[src/rtl/full_adder.sv]
// full_adder: ripple-carry adder cell, WIDTH single-bit stages.
// WIDTH=1 is the plain bit cell that gets chained carry_out -> carry_in.
//
// Ports:
//   clk          rising-edge clock for the registered copies
//   reset        synchronous, active-low; clears sum_q/carry_out_q
//   en           capture enable for sum_q/carry_out_q
//   A, B         WIDTH-bit addends
//   carry_in     carry into bit 0
//   sum          combinational sum (WIDTH bits)
//   carry_out    combinational carry out of the MSB
//   gen          group generate (carry produced with carry_in = 0)
//   prop         group propagate (every bit of A^B is 1)
//   sum_q        registered sum
//   carry_out_q  registered carry_out
module full_adder #(
    parameter int WIDTH = 1
) (
    input  logic             clk,
    input  logic             reset,
    input  logic             en,
    input  logic [WIDTH-1:0] A,
    input  logic [WIDTH-1:0] B,
    input  logic             carry_in,
    output logic [WIDTH-1:0] sum,
    output logic             carry_out,
    output logic             gen,
    output logic             prop,
    output logic [WIDTH-1:0] sum_q,
    output logic             carry_out_q
);

    logic [WIDTH:0]   carry_chain;
    // Second chain with carry_in forced to 0; its top bit is the group generate.
    logic [WIDTH:0]   gen_chain;
    logic [WIDTH-1:0] half_sum;
    logic [WIDTH-1:0] sum_d;
    logic             carry_out_d;

    always_comb begin
        carry_chain    = '0;
        gen_chain      = '0;
        half_sum       = A ^ B;
        sum            = '0;
        carry_chain[0] = carry_in;
        gen_chain[0]   = 1'b0;
        for (int i = 0; i < WIDTH; i++) begin
            sum[i]           = half_sum[i] ^ carry_chain[i];
            carry_chain[i+1] = (A[i] & B[i]) | (carry_chain[i] & half_sum[i]);
            gen_chain[i+1]   = (A[i] & B[i]) | (gen_chain[i] & half_sum[i]);
        end
    end

    assign carry_out = carry_chain[WIDTH];
    assign gen       = gen_chain[WIDTH];
    assign prop      = &half_sum;

    always_comb begin
        sum_d       = sum_q;
        carry_out_d = carry_out_q;
        if (en) begin
            sum_d       = sum;
            carry_out_d = carry_out;
        end
    end

    // Reset is checked first so it wins over en.
    always_ff @(posedge clk) begin
        if (!reset) begin
            sum_q       <= '0;
            carry_out_q <= 1'b0;
        end else begin
            sum_q       <= sum_d;
            carry_out_q <= carry_out_d;
        end
    end

endmodule

[config.mk]
export PLATFORM = sky130hd
export DESIGN_NAME = full_adder
export DESIGN_NICKNAME = d
export VERILOG_FILES = /design/src/rtl/full_adder.sv
export SDC_FILE = /design/constraint.sdc
export NUM_CORES = 1
export LEC_CHECK = 0
export ABC_AREA = 1
export BUFFER_PORTS_ARGS = -buffer_cell sky130_fd_sc_hd__clkbuf_2
export CAP_MARGIN = 20
export CELL_PAD_IN_SITES_DETAIL_PLACEMENT = 0
export CELL_PAD_IN_SITES_GLOBAL_PLACEMENT = 1
export CORE_AREA = 2 2 39 41
export DETAILED_ROUTE_END_ITERATION = 6
export DIE_AREA = 0 0 41 43
export HOLD_SLACK_MARGIN = 0.08
export PLACE_DENSITY = 0.37
export SLEW_MARGIN = 10
export SYNTH_ARGS = -nofsm -noshare
export SYNTH_HDL_FRONTEND = slang
export SYNTH_SLANG_ARGS = --single-unit
export TNS_END_PERCENT = 1
[constraint.sdc]
create_clock -name clk -period 2.16 [get_ports clk]
set_input_delay 0.432 -clock clk [delete_from_list [all_inputs] [get_ports clk]]
set_output_delay 0.432 -clock clk [all_outputs]
set_load 0.01 [all_outputs]
==> results of run 1 <==
-- state kept, by name (all words and copies together) (netlist names) --
signal and cells:
sum_q 1, carry_out_q 1
-- worst max-delay path by stage --
stage / end / slack, ns / cells after the start
floorplan: sum / 0.71 / 1
global placement: sum / 0.51 / 3
detailed placement: sum / 0.50 / 3
CTS: sum / 0.50 / 3
global route: sum / 0.48 / 3
finish: sum / 0.51 / 3
-- per-layer routing --
metal | up-vias | global-route usage [%] | wire length [um]
met3 | 0 | 3.141 | 45
met2 | 8 | 4.688 | 147
li1 | 70 | - | -
met1 | 51 | 2.548 | 113
met4 | 0 | 8.000 | 0
met5 | - | 0 | 0
-- cell families (layout without fill, tap and decap cells) --
logic type / Yosys count / count (layout) / synth area share [%]
and+or+nand+nor: 8 / 8 / 27.26
buffers and inverters: 2 / 16 / 6.821
adders and majority gates: 2 / 2 / 29.54
DFF: 2 / 2 / 36.37
-- power by group --
part	switching [mW]	leakage (nW)	internal (mW)
Sequential	0.00142	0.0166	0.0403
Combinational	0.0189	0.0911	0.0154
Clock	0.0203	0.0138	0.0612
Total	0.0407	0.122	0.117
-- worst min-delay path, cell delays in order --
cell                       delay [ns]
sky130_fd_sc_hd__clkbuf_2        0.09
sky130_fd_sc_hd__nand2_1         0.06
sky130_fd_sc_hd__nor2_1          0.03
-- synth_stat cells, drive strengths merged --
cell / number / area share [%]
dfxtp: 2 / 36
fa: 1 / 18
ha: 1 / 11
inv: 2 / 6.8
nand2: 4 / 14
nor2: 4 / 14
-- metrics by stage --
step                cells  area (um^2)  utilization (%)
finish                 44        207.7            15.01
global route           44        207.7            15.01
CTS                    44        207.7            15.01
detailed placement     41        185.2            13.38
global placement       41        185.2            13.38
floorplan              14        110.1                -
-- area by class of cell --
cell class	count	area, um^2	area share [%]
Tap cell	16	20.02	9.639
Sequential cell	2	40.04	19.28
Inverter	2	7.507	3.614
Clock buffer	3	22.52	10.84
Multi-Input combinational cell	10	62.56	30.12
Timing Repair Buffer	11	55.05	26.51
==> report_table.html, run 1 <==
<table>
<tr><th>Metric</th><th>Value</th></tr>
<tr><th colspan="2">Status</th></tr>
<tr><td>Outcome</td><td>complete, no violations</td></tr>
<tr><th colspan="2">Global routing</th></tr>
<tr><td>Pin count of the biggest net entering global routing</td><td>5</td></tr>
<tr><td>Overflow after GRT</td><td>0</td></tr>
<tr><td>GR Util All Layers</td><td>4.104%</td></tr>
<tr><td>Vias in the first global route</td><td>117</td></tr>
<tr><td>Global-route wire length before repair</td><td>386 um</td></tr>
<tr><td>Initial antenna violation count</td><td>0</td></tr>
<tr><th colspan="2">Setup path</th></tr>
<tr><td>Cell repeated most along the worst path</td><td>sky130_fd_sc_hd__clkbuf_2</td></tr>
<tr><td>Crit path launch</td><td>A</td></tr>
<tr><td>Worst-case reg-to-reg path depth</td><td>2</td></tr>
<tr><td>Crit path buf inv count</td><td>2</td></tr>
<tr><td>Capturing point of the worst reg2reg path</td><td>sum_q$_SDFFE_PN0P_</td></tr>
<tr><td>Required arrival time at the worst endpoint</td><td>1.73 ns</td></tr>
<tr><td>Max Fanout on Critical Path</td><td>2</td></tr>
<tr><td>Critical path startpoint category</td><td>primary input</td></tr>
<tr><td>Maximum single-stage delay on the critical path</td><td>0.55 ns</td></tr>
<tr><td>Critical path arrival</td><td>1.22 ns</td></tr>
<tr><td>Reg-to-Reg Start</td><td>sum_q$_SDFFE_PN0P_</td></tr>
<tr><td>CP max stage cell</td><td>sky130_fd_sc_hd__fa_1</td></tr>
<tr><td>Slack of the worst reg-to-reg path</td><td>1.61 ns</td></tr>
<tr><td>Ordered cell list for the critical path</td><td>clkbuf_2 &gt; fa_1 &gt; clkbuf_2</td></tr>
<tr><td>Setup CP Type</td><td>primary input to output pin</td></tr>
<tr><td>CP Capture Type</td><td>output pin</td></tr>
<tr><td>Largest delay contributor family on the critical path</td><td>adder cells</td></tr>
<tr><th colspan="2">Floorplan</th></tr>
<tr><td>Initial core utilization</td><td>7.957%</td></tr>
<tr><td>Floorplan core area</td><td>1384 um^2</td></tr>
<tr><td>Count of pins on the block boundary</td><td>12</td></tr>
<tr><td>Total Die Area</td><td>1763 um^2</td></tr>
<tr><td>Floorplan die width</td><td>41 um</td></tr>
<tr><td>Die boundary height</td><td>43 um</td></tr>
<tr><td>Number of standard-cell rows in the floorplan</td><td>14</td></tr>
<tr><th colspan="2">Clocking</th></tr>
<tr><td>CTS tree</td><td>built</td></tr>
<tr><td>TritonCTS buffer count</td><td>3</td></tr>
<tr><td>Deepest level of the CTS H-tree</td><td>1</td></tr>
<tr><td>Clock insertion delay at the later pin of the skew report</td><td>0.22 ns</td></tr>
<tr><td>Root Buffer</td><td>sky130_fd_sc_hd__clkbuf_4</td></tr>
<tr><td>Total of hold buffers inserted after clock tree synthesis</td><td>0</td></tr>
<tr><td>Maximum root-to-sink buffer count</td><td>2</td></tr>
<tr><td>Setup Fix Bufs, Post-CTS</td><td>0</td></tr>
<tr><td>TritonCTS sink count</td><td>2</td></tr>
<tr><td>Clock edge transition at the registers on the reported setup and hold paths</td><td>0.03 ns</td></tr>
<tr><td>Post-cts repair resize count</td><td>0</td></tr>
<tr><th colspan="2">STA</th></tr>
<tr><td>RSZ-0062 raised after global routing</td><td>no</td></tr>
<tr><td>Final Hold Fails</td><td>0</td></tr>
<tr><td>Share of the clock period used by the worst path after layout</td><td>76.38%</td></tr>
<tr><td>Relative slew slack</td><td>94.28%</td></tr>
<tr><td>Worst hold slack after final layout</td><td>0.4388 ns</td></tr>
<tr><td>Slew @ Worst Pin</td><td>0.08573 ns</td></tr>
<tr><td>Setup violation total in the final timing report</td><td>0</td></tr>
<tr><td>Minimum setup slack in the final design</td><td>0.5103 ns</td></tr>
<tr><td>Shortest clock period the worst path allows after layout</td><td>1.650 ns</td></tr>
<tr><td>Sum of negative setup slack</td><td>0 ns</td></tr>
<tr><td>Count of final max-slew check failures</td><td>0</td></tr>
<tr><td>Max Clock Skew</td><td>0 ns</td></tr>
<tr><td>Max Clk Rate</td><td>606.2 MHz</td></tr>
<tr><th colspan="2">Route</th></tr>
<tr><td>Routed via count divided by cell count</td><td>2.932</td></tr>
<tr><td>Residual antenna-violating net count after detailed routing</td><td>0</td></tr>
<tr><td>Drt drc</td><td>0</td></tr>
<tr><td>Vias post-DR</td><td>129</td></tr>
<tr><td>First drt pass iteration count</td><td>2</td></tr>
<tr><td>Iteration-0 DRC count of the detailed router</td><td>1</td></tr>
<tr><td>WL per Instance</td><td>6.955 um</td></tr>
<tr><td>Post-Route WL</td><td>306 um</td></tr>
<tr><th colspan="2">Placed design</th></tr>
<tr><td>Last weighted congestion value of the routability-driven placer</td><td>0.6322</td></tr>
<tr><td>Post-Place Setup Slack</td><td>0.5022 ns</td></tr>
<tr><td>I/O Buffers</td><td>11</td></tr>
<tr><th colspan="2">Power and ir drop</th></tr>
<tr><td>PnR Total Power</td><td>0.1576 mW</td></tr>
<tr><td>Maximum vdd ir drop</td><td>0.2205 mV</td></tr>
<tr><td>Power density cells</td><td>758.9 nW/um^2</td></tr>
<tr><td>Leakage</td><td>0.1216 nW</td></tr>
<tr><th colspan="2">Logic synthesis</th></tr>
<tr><td>Synth cell types</td><td>6</td></tr>
<tr><td>Yosys warning count</td><td>0</td></tr>
<tr><td>Mean instance size in the synthesized netlist</td><td>7.865 um^2</td></tr>
<tr><td>#FFs+latches synth</td><td>2</td></tr>
<tr><td>Cell area after technology mapping</td><td>110.1 um^2</td></tr>
<tr><td>Net Count, Synth</td><td>22</td></tr>
<tr><td>Number of instances in the synthesized netlist</td><td>14</td></tr>
<tr><td>Register area share after synthesis</td><td>36.36%</td></tr>
<tr><th colspan="2">Min path</th></tr>
<tr><td>Endpoint of the worst hold-timing path</td><td>carry_out_q$_SDFFE_PN0P_</td></tr>
<tr><td>Hold Crit Depth</td><td>3</td></tr>
<tr><td>HP Class</td><td>primary input to register</td></tr>
<tr><td>Source of the worst hold timing path</td><td>reset</td></tr>
<tr><th colspan="2">Cells and area</th></tr>
<tr><td>Antenna Diode Count</td><td>0</td></tr>
<tr><td>Most common library cell in the layout ignoring fill and taps</td><td>sky130_fd_sc_hd__clkbuf_2</td></tr>
<tr><td>Layout Nets</td><td>38</td></tr>
<tr><td>Area delta synth-&gt;final</td><td>88.64%</td></tr>
<tr><td>Filler instances</td><td>161</td></tr>
<tr><td>Commonest cells after routing, fill and taps aside</td><td>sky130_fd_sc_hd__clkbuf_2 (11), sky130_fd_sc_hd__nor2_1 (4), sky130_fd_sc_hd__nand2_1 (4)</td></tr>
<tr><td>Proportion of layout cells with a drive suffix above 1</td><td>50.00%</td></tr>
<tr><th colspan="2">Flow run</th></tr>
<tr><td>Max Cap Viol</td><td>0</td></tr>
</table>
Note: power is estimated with default switching activity, not from simulation.
==> run 2, diff against run 1 <==
--- a/config.mk
+++ b/config.mk
@@ -5,7 +5,7 @@
 export SDC_FILE = /design/constraint.sdc
 export NUM_CORES = 1
 export LEC_CHECK = 0
-export ABC_AREA = 1
+export ABC_AREA = 0
 export BUFFER_PORTS_ARGS = -buffer_cell sky130_fd_sc_hd__clkbuf_2
 export CAP_MARGIN = 20
 export CELL_PAD_IN_SITES_DETAIL_PLACEMENT = 0
@@ -14,7 +14,7 @@
 export DETAILED_ROUTE_END_ITERATION = 6
 export DIE_AREA = 0 0 41 43
 export HOLD_SLACK_MARGIN = 0.08
-export PLACE_DENSITY = 0.37
+export PLACE_DENSITY = 0.34
 export SLEW_MARGIN = 10
 export SYNTH_ARGS = -nofsm -noshare
 export SYNTH_HDL_FRONTEND = slang
==> constraint.sdc (replaced) <==
create_clock -name clk -period 1.75 [get_ports clk]
set_input_delay 0.35 -clock clk [delete_from_list [all_inputs] [get_ports clk]]
set_output_delay 0.35 -clock clk [all_outputs]
set_load 0.01 [all_outputs]
==> report_table.html, run 2 <==
<table>
<tr><th>Metric</th><th>Value</th></tr>
<tr><th colspan="2">Status</th></tr>
<tr><td>Outcome</td><td>complete, no violations</td></tr>
<tr><th colspan="2">Logic synthesis</th></tr>
<tr><td>Cell area after technology mapping</td><td>105.1 um^2 (-4.5%)</td></tr>
<tr><td>Area share of the largest cell type after synthesis</td><td>38.10% (+1.7 points)</td></tr>
<tr><td>Post-synthesis async set-or-reset flop share</td><td>0% (unchanged)</td></tr>
<tr><td>Number of instances in the synthesized netlist</td><td>8 (-6)</td></tr>
<tr><td>Top_reg_cell synth</td><td>sky130_fd_sc_hd__dfxtp_1</td></tr>
<tr><td>Most area-hungry cell type in the Yosys netlist</td><td>sky130_fd_sc_hd__dfxtp_1</td></tr>
<tr><td>List of most frequent post-synthesis cells</td><td>sky130_fd_sc_hd__dfxtp_1 (2), sky130_fd_sc_hd__mux2i_1 (2), sky130_fd_sc_hd__nor2b_1 (2)</td></tr>
<tr><td>Biggest area contributors in the synthesized netlist</td><td>sky130_fd_sc_hd__dfxtp_1 (38%), sky130_fd_sc_hd__fa_1 (19%), sky130_fd_sc_hd__mux2i_1 (19%), sky130_fd_sc_hd__ha_1 (12%), sky130_fd_sc_hd__nor2b_1 (12%)</td></tr>
<tr><td>Yosys warning count</td><td>0 (unchanged)</td></tr>
<tr><td>EDFF count, synth</td><td>0 (unchanged)</td></tr>
<tr><td>Mean instance size in the synthesized netlist</td><td>13.14 um^2 (+67%)</td></tr>
<tr><td>#FFs+latches synth</td><td>2 (unchanged)</td></tr>
<tr><td>Register area share after synthesis</td><td>38.10% (+1.7 points)</td></tr>
<tr><td>Net Count, Synth</td><td>16 (-27%)</td></tr>
<tr><td>Synth cell types</td><td>5 (-1)</td></tr>
<tr><th colspan="2">Floorplan</th></tr>
<tr><td>Die boundary height</td><td>43 um (unchanged)</td></tr>
<tr><td>Total Die Area</td><td>1763 um^2 (unchanged)</td></tr>
<tr><td>Floorplan core area</td><td>1384 um^2 (unchanged)</td></tr>
<tr><td>Number of standard-cell rows in the floorplan</td><td>14 (unchanged)</td></tr>
<tr><td>Initial core utilization</td><td>7.595% (-0.36 points)</td></tr>
<tr><td>Floorplan die width</td><td>41 um (unchanged)</td></tr>
<tr><td>Count of pins on the block boundary</td><td>12 (unchanged)</td></tr>
<tr><th colspan="2">Clocking</th></tr>
<tr><td>Clock edge transition at the registers on the reported setup and hold paths</td><td>0.03 ns (about the same)</td></tr>
<tr><td>Root Buffer</td><td>sky130_fd_sc_hd__clkbuf_4</td></tr>
<tr><td>Setup Fix Bufs, Post-CTS</td><td>0 (unchanged)</td></tr>
<tr><td>Total of hold buffers inserted after clock tree synthesis</td><td>0 (unchanged)</td></tr>
<tr><td>Post-cts repair resize count</td><td>0 (unchanged)</td></tr>
<tr><td>TritonCTS sink count</td><td>2 (unchanged)</td></tr>
<tr><td>Maximum root-to-sink buffer count</td><td>2 (unchanged)</td></tr>
<tr><td>Deepest level of the CTS H-tree</td><td>1 (unchanged)</td></tr>
<tr><td>Clock insertion delay at the later pin of the skew report</td><td>0.22 ns (about the same)</td></tr>
<tr><td>CTS tree</td><td>built</td></tr>
<tr><td>TritonCTS buffer count</td><td>3 (unchanged)</td></tr>
<tr><th colspan="2">Power and ir drop</th></tr>
<tr><td>PnR Total Power</td><td>0.1949 mW (+24%)</td></tr>
<tr><td>Clock network fraction of design power</td><td>52.2% (+0.4 points)</td></tr>
<tr><td>Switch share</td><td>25.31% (-0.51 points)</td></tr>
<tr><td>Power density cells</td><td>961.5 nW/um^2 (+27%)</td></tr>
<tr><td>Internal Pwr Total</td><td>0.1456 mW (+24%)</td></tr>
<tr><td>Part of the total power dissipated in sequential elements</td><td>26.5% (about the same)</td></tr>
<tr><td>P_sw</td><td>0.04932 mW (+21%)</td></tr>
<tr><td>Maximum vdd ir drop</td><td>0.2615 mV (+19%)</td></tr>
<tr><td>Combinational fraction of design power</td><td>21.4% (-0.3 points)</td></tr>
<tr><td>Leakage</td><td>0.1073 nW (-12%)</td></tr>
<tr><th colspan="2">Setup path</th></tr>
<tr><td>Critical path startpoint category</td><td>primary input</td></tr>
<tr><td>Setup CP Type</td><td>primary input to output pin</td></tr>
<tr><td>Required arrival time at the worst endpoint</td><td>1.40 ns (-0.33 ns)</td></tr>
<tr><td>Critical path arrival</td><td>1.16 ns (-0.06 ns)</td></tr>
<tr><td>CP Capture Type</td><td>output pin</td></tr>
<tr><td>Max Fanout on Critical Path</td><td>2 (unchanged)</td></tr>
<tr><th colspan="2">Route</th></tr>
<tr><td>First drt pass iteration count</td><td>2 (unchanged)</td></tr>
<tr><td>Drt drc</td><td>0 (unchanged)</td></tr>
<tr><td>Routed via count divided by cell count</td><td>2.947 (+0.53%)</td></tr>
<tr><td>Iteration-0 DRC count of the detailed router</td><td>1 (unchanged)</td></tr>
<tr><td>Post-Route WL</td><td>336 um (+9.8%)</td></tr>
<tr><td>WL per Instance</td><td>8.842 um (+27%)</td></tr>
<tr><td>Residual antenna-violating net count after detailed routing</td><td>0 (unchanged)</td></tr>
<tr><td>Vias post-DR</td><td>112 (-13%)</td></tr>
<tr><th colspan="2">Global routing</th></tr>
<tr><td>Initial antenna violation count</td><td>0 (unchanged)</td></tr>
<tr><td>GR Util All Layers</td><td>5.723% (+1.6 points)</td></tr>
<tr><td>Vias in the first global route</td><td>125 (+6.8%)</td></tr>
<tr><td>Overflow after GRT</td><td>0 (unchanged)</td></tr>
<tr><td>Global-route wire length before repair</td><td>524 um (+36%)</td></tr>
<tr><td>Pin count of the biggest net entering global routing</td><td>3 (-2)</td></tr>
<tr><th colspan="2">Cells and area</th></tr>
<tr><td>Leading registers by flop count</td><td>carry_out_q: 1 flops, sum_q: 1 flops</td></tr>
<tr><td>Antenna Diode Count</td><td>0 (unchanged)</td></tr>
<tr><td>Commonest cells after routing, fill and taps aside</td><td>sky130_fd_sc_hd__clkbuf_2 (11), sky130_fd_sc_hd__clkbuf_4 (3), sky130_fd_sc_hd__mux2i_1 (2), sky130_fd_sc_hd__nor2b_1 (2), sky130_fd_sc_hd__dfxtp_1 (2)</td></tr>
<tr><td>Proportion of layout cells with a drive suffix above 1</td><td>63.64% (+14 points)</td></tr>
<tr><td>Fin util</td><td>14.65% (-0.36 points)</td></tr>
<tr><td>Finished Cell Area</td><td>202.7 um^2 (-2.4%)</td></tr>
<tr><td>Layout Nets</td><td>32 (-16%)</td></tr>
<tr><td>Most common library cell in the layout ignoring fill and taps</td><td>sky130_fd_sc_hd__clkbuf_2</td></tr>
<tr><td>Area delta synth-&gt;final</td><td>92.86%</td></tr>
<tr><th colspan="2">Placed design</th></tr>
<tr><td>I/O Buffers</td><td>11 (unchanged)</td></tr>
<tr><td>Last weighted congestion value of the routability-driven placer</td><td>0.5025 (-21%)</td></tr>
<tr><td>Area after detailed placement</td><td>180.2 um^2 (-2.7%)</td></tr>
<tr><td>Detailed-placement wirelength estimate</td><td>293.3 um</td></tr>
<tr><th colspan="2">STA</th></tr>
<tr><td>Max Clock Skew</td><td>0 ns (unchanged)</td></tr>
<tr><td>Shortest clock period the worst path allows after layout</td><td>1.509 ns</td></tr>
<tr><td>Max Clk Rate</td><td>662.5 MHz</td></tr>
<tr><td>Count of final max-slew check failures</td><td>0 (unchanged)</td></tr>
<tr><td>Final Hold Fails</td><td>0 (unchanged)</td></tr>
<tr><td>Share of the clock period used by the worst path after layout</td><td>86.25%</td></tr>
<tr><td>RSZ-0062 raised after global routing</td><td>no</td></tr>
<tr><td>Sum of negative setup slack</td><td>0 ns (unchanged)</td></tr>
<tr><td>Slew @ Worst Pin</td><td>0.1451 ns (+0.05941 ns)</td></tr>
<tr><td>Setup violation total in the final timing report</td><td>0 (unchanged)</td></tr>
<tr><td>Relative slew slack</td><td>90.05% (-4.2 points)</td></tr>
<tr><th colspan="2">Min path</th></tr>
<tr><td>HP Class</td><td>primary input to register</td></tr>
<tr><th colspan="2">Flow run</th></tr>
<tr><td>Max Cap Viol</td><td>0 (unchanged)</td></tr>
</table>
==> run 2: cell types whose count changed after synthesis, sizes merged <==
cell and change:
inv -2, nand2 -4, nor2 -4, mux2i +2, nor2b +2
==> run 2: path summary, 6_finish.rpt <==
| kind | startpoint | end | slack (ns) | cells after the start |
|---|---|---|---|---|
| min reg2reg | sum_q$_SDFFE_PN0P_ | sum_q$_SDFFE_PN0P_ | 0.52 | 2 |
| min | reset | carry_out_q$_SDFFE_PN0P_ | 0.36 | 2 |
| max reg2reg | carry_out_q$_SDFFE_PN0P_ | carry_out_q$_SDFFE_PN0P_ | 1.13 | 2 |
| max | A | sum | 0.24 | 3 |
==> run 2: critical path: stages <==
cell and delay (ns):
sky130_fd_sc_hd__clkbuf_2 0.11, sky130_fd_sc_hd__fa_1 0.56, sky130_fd_sc_hd__clkbuf_2 0.14
==> run 2: stage by stage <==
step | setup WS, ns | cells | hold WS (ns)
floorplan | 0.4615 | 8 | 0.4782
global placement | 0.2545 | 35 | 0.5272
detailed placement | 0.2307 | 35 | 0.5188
CTS | 0.2322 | 38 | 0.3483
global route | 0.2015 | 38 | 0.3527
finish | 0.2406 | 38 | 0.3619
==> run 2: final cells by class <==
type	count	area [um^2]
Sequential cell	2	40.04
Clock buffer	3	22.52
Multi-Input combinational cell	6	65.06
Timing Repair Buffer	11	55.05
Fill cell	154	1181
Tap cell	16	20.02
==> run 2: logic make-up after synthesis <==
group	share of synthesized area [%]
adder cells (fa/ha/maj)	30.95
flip-flops	38.10
multiplexers	19.05
AND/OR/NAND/NOR	11.90
==> run 2: metal layers <==
layer,up-vias,global-route usage [%],wire length [um]
li1,55,-,-
met1,43,4.823,144
met2,12,5.625,113
met3,2,7.853,72
met4,0,6.000,6
met5,-,0,0
==> run 2: power by group through the flow <==
| stage | combinational [mW] | clock, mW | sequential (mW) |
|---|---|---|---|
| finish | 0.0416 | 0.102 | 0.0516 |
| CTS | 0.0426 | 0.109 | 0.0516 |
| detailed placement | 0.0427 | 0 | 0.0522 |
| floorplan | 0.0196 | 0 | 0.0538 |
| global route | 0.0469 | 0.118 | 0.0520 |
| global placement | 0.0412 | 0 | 0.0524 |
